$ cat config.mk
export PLATFORM = sky130hd
export DESIGN_NAME = alsu_op_scheduler
export DESIGN_NICKNAME = d
export VERILOG_FILES = /design/src/rtl/alsu_op_scheduler.sv
export SDC_FILE = /design/constraint.sdc
export NUM_CORES = 1
export LEC_CHECK = 0
export BUFFER_PORTS_ARGS = -buffer_cell sky130_fd_sc_hd__buf_2
export CAP_MARGIN = 20
export CORE_MARGIN = 3
export CORE_UTILIZATION = 30
export CTS_CLUSTER_SIZE = 8
export DETAILED_ROUTE_END_ITERATION = 16
export HOLD_SLACK_MARGIN = 0.03
export PLACE_DENSITY = 0.62
export SLEW_MARGIN = 0
export SYNTH_ARGS = -nofsm -noshare
export SYNTH_HDL_FRONTEND = slang
export SYNTH_SLANG_ARGS = --single-unit
$ cat constraint.sdc
create_clock -name clk -period 2.55 [get_ports clk]
set_clock_uncertainty 0.05 [all_clocks]
set_input_delay 0 -clock clk [delete_from_list [all_inputs] [get_ports clk]]
set_output_delay 0 -clock clk [all_outputs]
set_load 0.01 [all_outputs]
$ cat src/rtl/alsu_op_scheduler.sv
// Shares one ALSU datapath between two requesters, one op in flight,
// capturing out/leds a fixed latency after issue and returning them tagged.
module alsu_op_scheduler #(
    parameter int ALSU_LAT = 2
) (
    input  logic              clk,
    input  logic              rst,
    input  logic              req0_valid,
    input  logic [15:0]       req0_cmd,
    output logic              req0_ready,
    input  logic              req1_valid,
    input  logic [15:0]       req1_cmd,
    output logic              req1_ready,
    output logic [15:0]       alsu_cmd,
    input  logic signed [5:0] alsu_out,
    input  logic [15:0]       alsu_leds,
    output logic              rsp_valid,
    input  logic              rsp_ready,
    output logic              rsp_id,
    output logic signed [5:0] rsp_out,
    output logic [15:0]       rsp_leds,
    output logic              rsp_err,
    output logic              busy
);

    typedef enum logic [1:0] {
        IDLE,
        ISSUE,
        WAIT,
        RESP
    } state_t;

    localparam logic [2:0] CNT_INIT = 3'(ALSU_LAT - 1);

    state_t     state;
    state_t     state_nxt;
    logic       prio;
    logic [2:0] cnt;
    logic       idle;

    assign idle = (state == IDLE);

    // prio names the requester that wins a tie
    assign req0_ready = idle && req0_valid && (!req1_valid || !prio);
    assign req1_ready = idle && req1_valid && (!req0_valid || prio);

    assign rsp_valid = (state == RESP);
    assign busy      = !idle;

    always_ff @(posedge clk or negedge rst) begin
        if (!rst) state <= IDLE;
        else      state <= state_nxt;
    end

    always_comb begin
        state_nxt = state;
        unique case (state)
            IDLE:  if (req0_ready || req1_ready) state_nxt = ISSUE;
            ISSUE: state_nxt = WAIT;
            WAIT:  if (cnt == 3'd0) state_nxt = RESP;
            RESP:  if (rsp_ready) state_nxt = IDLE;
        endcase
    end

    always_ff @(posedge clk or negedge rst) begin
        if (!rst) begin
            alsu_cmd <= 16'h0000;
            rsp_id   <= 1'b0;
            rsp_out  <= 6'sd0;
            rsp_leds <= 16'h0000;
            rsp_err  <= 1'b0;
            prio     <= 1'b0;
            cnt      <= 3'd0;
        end else begin
            unique case (state)
                IDLE: begin
                    if (req0_ready) begin
                        alsu_cmd <= req0_cmd;
                        rsp_id   <= 1'b0;
                        prio     <= 1'b1;
                    end else if (req1_ready) begin
                        alsu_cmd <= req1_cmd;
                        rsp_id   <= 1'b1;
                        prio     <= 1'b0;
                    end
                end
                ISSUE: cnt <= CNT_INIT;
                WAIT: begin
                    if (cnt == 3'd0) begin
                        rsp_out  <= alsu_out;
                        rsp_leds <= alsu_leds;
                        rsp_err  <= |alsu_leds;
                    end else begin
                        cnt <= cnt - 3'd1;
                    end
                end
                RESP: ;
            endcase
        end
    end

endmodule
==> results of run 1 <==
## power by group
part	internal, uW	switching, uW	total (uW)
logic	987	803	1790
registers	1100	194	1290
clock network	418	241	659
total	2500	1240	3740
## placed cells by master (no fill, tap or decap), drive strengths merged, types with 2 or more instances in the layout
master / Yosys / routed
nand2: 5 / 5
inv: 8 / 8
nor2: 4 / 4
a221o: 13 / 13
and2: 2 / 2
a31oi: 3 / 3
a21o: 2 / 2
nand3: 3 / 3
dfrtp: 46 / 46
clkbuf: 0 / 6
ha: 6 / 6
buf: 6 / 104
bufinv: 0 / 2
mux2: 23 / 23
o2bb2ai: 2 / 2
and3: 13 / 13
dlygate4sd3: 0 / 56
nor4: 4 / 4
o21ai: 6 / 6
## cell type report
cell class	count	area, um^2
Timing Repair Buffer	160	1100
Tap cell	77	96.3
Fill cell	561	3110
Clock buffer	6	82.6
Sequential cell	46	1150
Multi-Input combinational cell	94	793
Inverter	8	30.0
Clock inverter	2	60.1
## final timing paths
kind / from / end / slack (ns) / cells past startpoint
max: state[0]$_DFFE_PN0P_ / alsu_cmd[8]$_DFFE_PN0P_ / 0.18 / 6
min: req0_valid / prio$_DFFE_PN0P_ / 0.1 / 3
max reg2reg: state[0]$_DFFE_PN0P_ / alsu_cmd[8]$_DFFE_PN0P_ / 0.18 / 6
min reg2reg: rsp_err$_DFFE_PN0P_ / rsp_err$_DFFE_PN0P_ / 0.43 / 1
max in group asynchronous: rst / alsu_cmd[8]$_DFFE_PN0P_ / 1.46 / 4
min in group asynchronous: rst / rsp_out[2]$_DFFE_PN0P_ / 0.54 / 3
## synthesized netlist by cell type (all sizes together)
| library cell | count | share of area |
|---|---|---|
| a221oi | 1 | 0.0075 |
| ha | 6 | 0.037 |
| nor2b | 1 | 0.0031 |
| buf | 6 | 0.021 |
| a41oi | 1 | 0.0044 |
| a31oi | 3 | 0.0093 |
| o2bb2ai | 2 | 0.0087 |
| nor2 | 4 | 0.0075 |
| o22ai | 1 | 0.0031 |
| o32a | 1 | 0.0050 |
| inv | 8 | 0.015 |
| nand2b | 1 | 0.0031 |
| nand2 | 5 | 0.0093 |
| nand3 | 3 | 0.0075 |
| and3 | 13 | 0.040 |
| dfrtp | 46 | 0.57 |
| o21a | 1 | 0.0037 |
| o21ai | 6 | 0.017 |
| a21oi | 1 | 0.0044 |
| mux2 | 23 | 0.13 |
| a221o | 13 | 0.065 |
| nor4 | 4 | 0.012 |
| a21o | 2 | 0.0075 |
| and2 | 2 | 0.0062 |
## stage by stage
stage          setup slack (ns)  instances  cell area [um^2]  total power [uW]
3_3_place_gp              0.670        328              2580              2760
2_1_floorplan             0.873        154              2010              2240
3_5_place_dp              0.576        328              2580              2810
6_report                  0.182        393              3310              3740
4_1_cts                   0.112        391              3270              3760
5_1_grt                  0.0381        393              3310              4000
## logic make-up (layout without fill, tap and decap cells)
kind of cell / Yosys count / in the layout / synth area share
adder cells (fa/ha/maj): 6 / 6 / 0.0374
AO/OA/AOI/OAI: 32 / 32 / 0.135
multiplexers: 23 / 23 / 0.129
AND/OR/NAND/NOR: 33 / 33 / 0.0897
buffers and inverters: 14 / 176 / 0.0355
flip-flops: 46 / 46 / 0.573
## state kept, by name (all words and copies together) (netlist names)
register	cells
alsu_cmd	16
cnt	3
prio	1
rsp_err	1
rsp_id	1
rsp_leds	16
rsp_out	6
state	2
## metal layers
layer / global-route usage / up-vias
met2: 0.251 / 73
met4: 0.0432 / 0
li1: - / 899
met5: 0 / -
met3: 0.0395 / 11
met1: 0.181 / 915
## repair_timing
action	4_1_cts	5_1_grt
setup endpoints to repair	0	13
hold buffers	55	1
gates resized for setup	0	1
hold endpoints to repair	84	5
## worst register-to-register path, cell delays in order (launching register included)
cell and delay (ns):
dfrtp_1 0.40, inv_1 0.08, ha_1 0.31, and2_1 0.35, and3_1 0.24, a221o_1 0.26, dlygate4sd3_1 0.56
==> reports/results.tsv, run 1 <==
stage	metric	value	unit
floorplanning	Horiz. Die Dim	87.8	um
flow_run	max cap viols	0	
critical_path	crit start category	flop	
yosys	count of state elements after synthesis	46	
drt	met2 WL post-DR	2.77	mm
drt	antenna-violating nets left	0	
drt	First DRT Iteration DRCs	62	
clocking	Clock Latency Late Sink	0.29	ns
yosys	post-synthesis sequential area ratio	0.573	
drt	top routing layer in use	met4	
floorplanning	row count	29	
global_route	number of global-route vias before repair	1905	
place	Final GP Congestion	0.692	
sta	hold_ws	0.0995	ns
global_route	GRT Util Overall	0.147	
critical_path	top cell family by delay on the critical path	buffers and inverters	
clocking	CTS Buf Count	5	
critical_path	WP data arrival	2.49	ns
clocking	TritonCTS clock tree	built	
critical_path	Setup CP Type	flop to flop	
floorplanning	die area	0.00771	mm^2
floorplanning	io pins	103	
global_route	first-pass GRT wire length	8.88	mm
critical_path	Max stage delay on crit path	0.56	ns
clocking	root buf cell	clkbuf_8	
hold_path	HP Class	input port to flop	
yosys	Yosys warning count	0	
floorplanning	Core Footprint	0.00642	mm^2
drt	routed length per instance	14.4	um
drt	# DRC	0	
cells_and_area	number of diodes	0	
power	Leak	0.00165	uW
yosys	Post-Syn Instances	154	
yosys	Syn Nets	219	
drt	Routed met3 length	347	um
drt	Metal-1 WL	2.44	mm
yosys	synthesized cell area	0.00201	mm^2
critical_path	CP Buf/Inv Count	2	
power	PD cells	1130	mW/mm^2
cells_and_area	Post-Route Utilization	0.516	
sta	fin crit share	0.929	
drt	Initial DRT Pass Iterations	4	
clocking	clk slew on worst S/H paths	0.08	ns
sta	max frequency	0.422	GHz
clocking	clock buffer depth	2	
sta	worst relative slew slack	0.545	
critical_path	Worst setup EP type	flop	
outcome	outcome	finished, final reports clean	
yosys	syn avg cell area	13.0	um^2
global_route	initial antenna violation count	0	
clocking	clock net sink count	46	
sta	Tmin final	2.37	ns
critical_path	crit path max fanout	16	
yosys	library cells used by synthesis	28	
global_route	largest net degree at the start of global routing	47	
drt	via count	1898	
clocking	H-tree lvl count	2	
place	I/O Buffers	102	
drt	Via density	4.83	
sta	# setup viols final	0	
floorplanning	initial core utilization	0.313	
sta	endpoints failing hold	0	
cells_and_area	final net count	380	
clocking	setup bufs post-CTS	0	
critical_path	slowest stage cell, crit path	dlygate4sd3_1	
global_route	GRT overflow	0	
power	Peak VDD IR	467	uV
sta	Slew Viols, Final	0	
cells_and_area	share of layout cells above drive strength 1	0.434	
cells_and_area	Area Growth Syn to Fin	64.9	%
place	HPWL after detailed placement	3.70	mm
sta	RSZ-0062 raised after global routing	no	
sta	Slew @ Worst Pin	0.683	ns
critical_path	critical path cell sequence	inv_1 -> ha_1 -> and2_1 -> and3_1 -> a221o_1 -> dlygate4sd3_1	
critical_path	critical path required time	2.67	ns
sta	setup_tns	0	ns
floorplanning	die extent in y	87.8	um
drt	Routed Wire Length	5.65	mm
(Power assumes the default switching activity.)
==> run 2, diff against run 1 <==
- CORE_UTILIZATION: 30 -> 48
- PLACE_DENSITY: 0.62 -> 0.89
==> run 2 against run 1 <==
Die area down 35%. Hold slack worse by 0.0060 ns. Sequential power up 3%. Non-clock buffer count stayed put. Via count rose by 7.3%. Final area is 2.5% lower. Combinational power up 4%. Final cell count shrank 7.4%. Fmax increased by 2.3%. Setup slack better by 0.053 ns. Count of clock-buffer cells in the layout is the same. Critical path type unchanged. Highest routed layer unchanged.
==> reports/results.tsv, run 2 (synthesized netlist as in run 1, its figures left out) <==
stage	metric	value	unit
power	P_int	2310	uW
sta	max frequency	0.432	GHz
clocking	TritonCTS clock tree	built	
floorplanning	initial core utilization	0.521	
critical_path	r2r worst-path depth	6	
power	PD cells	1130	mW/mm^2
critical_path	WP data arrival	2.44	ns
drt	antenna-violating nets left	0	
clocking	root buf cell	clkbuf_8	
floorplanning	Core Footprint	0.00385	mm^2
clocking	clock buffer depth	2	
clocking	clk slew on worst S/H paths	0.09	ns
critical_path	critical path required time	2.68	ns
clocking	Clock Latency Late Sink	0.29	ns
global_route	GRT overflow	0	
cells_and_area	commonest non-fill, non-tap cells in the layout	buf_2 (102), dlygate4sd3_1 (56), dfrtp_1 (46)	
drt	Routed Wire Length	6.86	mm
place	I/O Buffers	102	
power	share of total power in combinational logic	0.511	
critical_path	Setup CP Type	flop to flop	
power	Switching Share	0.370	
floorplanning	die extent in y	70.7	um
cells_and_area	Post-Route Utilization	0.838	
power	Clk pwr share	0.125	
global_route	GRT Util Overall	0.277	
cells_and_area	commonest non-fill, non-tap cell in the layout	buf_2	
power	Leak	0.00163	uW
sta	Slew Viols, Final	0	
critical_path	Critical R2R Launch	state[0]$_DFFE_PN0P_	
drt	via count	2036	
sta	Tmin final	2.31	ns
critical_path	critical path depth in cells	6	
outcome	outcome	finished, final reports clean	
cells_and_area	final net count	380	
sta	fin crit share	0.908	
cells_and_area	register area	0.00115	mm^2
critical_path	crit path max fanout	16	
sta	hold_ws	0.0936	ns
clocking	CTS Buf Count	5	
global_route	number of global-route vias before repair	2208	
critical_path	top cell family by delay on the critical path	buffers and inverters	
cells_and_area	Area Growth Syn to Fin	60.8	%
critical_path	capture point of the worst path	alsu_cmd[11]$_DFFE_PN0P_	
sta	# setup viols final	0	
floorplanning	Horiz. Die Dim	70.7	um
floorplanning	row count	22	
clocking	clock net sink count	46	
critical_path	CP Buf/Inv Count	2	
cells_and_area	Fillers	198	
sta	Slew @ Worst Pin	0.698	ns
critical_path	Max stage delay on crit path	0.57	ns
critical_path	FF-to-FF End	alsu_cmd[11]$_DFFE_PN0P_	
place	HPWL after detailed placement	3.43	mm
cells_and_area	share of layout cells above drive strength 1	0.437	
global_route	largest net degree at the start of global routing	47	
drt	Initial DRT Pass Iterations	4	
power	Peak VDD IR	664	uV
cells_and_area	number of diodes	0	
sta	setup_tns	0	ns
global_route	initial antenna violation count	0	
drt	First DRT Iteration DRCs	134	
critical_path	r2r setup slk	0.24	ns
sta	worst relative slew slack	0.534	
drt	# DRC	0	
power	Reg power frac	0.364	
sta	endpoints failing hold	0	
sta	RSZ-0062 raised after global routing	no	
critical_path	Critical Path Source	state[0]$_DFFE_PN0P_	
critical_path	crit start category	flop	
power	total power	3660	uW
cells_and_area	Largest regs	alsu_cmd: 16 flops, rsp_leds: 16 flops, rsp_out: 6 flops	
place	Final GP Congestion	0.803	
cells_and_area	area taken by multi-input logic gates	795	um^2
hold_path	HP Class	input port to flop	
clocking	H-tree lvl count	2	
drt	routed length per instance	18.8	um
floorplanning	die area	0.00500	mm^2
power	Switch Pwr	1360	uW
drt	Via density	5.59	
global_route	first-pass GRT wire length	10.9	mm
critical_path	critical path cell sequence	inv_1 -> ha_1 -> and2_2 -> and3_1 -> a221o_1 -> dlygate4sd3_1	
critical_path	slowest stage cell, crit path	dlygate4sd3_1	
critical_path	Worst setup EP type	flop	
flow_run	max cap viols	0	
floorplanning	io pins	103	
[run 2: what timing repair did]
item | 4_1_cts | 5_1_grt
hold buffers | 55 | 1
resized for setup | 0 | 2
setup endpoints to repair | 0 | 12
endpoints found under the hold margin | 84 | 2
setup buffers | 0 | 0
[run 2: per-stage QoR]
stage,setup slack [ns],cells,cell area (um^2)
final,0.235,364,3230
after global routing,0.111,364,3230
after CTS,0.206,362,3190
after detailed placement,0.587,299,2540
after global placement,0.711,299,2540
after floorplan,0.873,154,2010
[run 2: final cells by class]
| cell class | count | share of cell area |
|---|---|---|
| clock inverters | 2 | 0.00387 |
| multi-input cells | 94 | 0.246 |
| flip-flops and latches | 46 | 0.356 |
| well taps | 48 | 0.0186 |
| clock buffers | 6 | 0.0256 |
| inverters | 8 | 0.00930 |
| repair buffers | 160 | 0.340 |
[run 2: metal layers]
metal / track usage / vias up / wire [um]
li1: - / 895 / -
met1: 0.339 / 947 / 2680
met2: 0.449 / 159 / 3130
met3: 0.0881 / 35 / 768
met4: 0.123 / 0 / 283
met5: 0 / - / 0
[run 2: power groups by stage]
stage	sequential (uW)	combinational (uW)	clock [uW]
floorplan	1440	802	0
global placement	1290	1430	0
finish	1330	1870	458
CTS	1290	1770	461
global route	1370	2030	492
detailed placement	1300	1510	0
[run 2: worst min-delay path by stage]
stage	depth (start not counted)	start	endpoint	slack, ns
final	3	rsp_ready	state[0]$_DFFE_PN0P_	0.09
after global routing	3	rsp_ready	state[0]$_DFFE_PN0P_	0.12
after CTS	3	req0_valid	prio$_DFFE_PN0P_	0.08
after detailed placement	1	rst	rsp_leds[9]$_DFFE_PN0P_	0.17
after global placement	1	rst	rsp_leds[11]$_DFFE_PN0P_	0.15
after floorplan	0	rst	alsu_cmd[0]$_DFFE_PN0P_	-0.35
[run 2: worst register-to-register path, delay by kind of cell, from the launching register on]
family	cells	cell delay (ns)
buffers and inverters	2	0.65
and+or+nand+nor	2	0.52
DFF	1	0.41
adders and majority gates	1	0.30
AOI/OAI and AO/OA	1	0.27
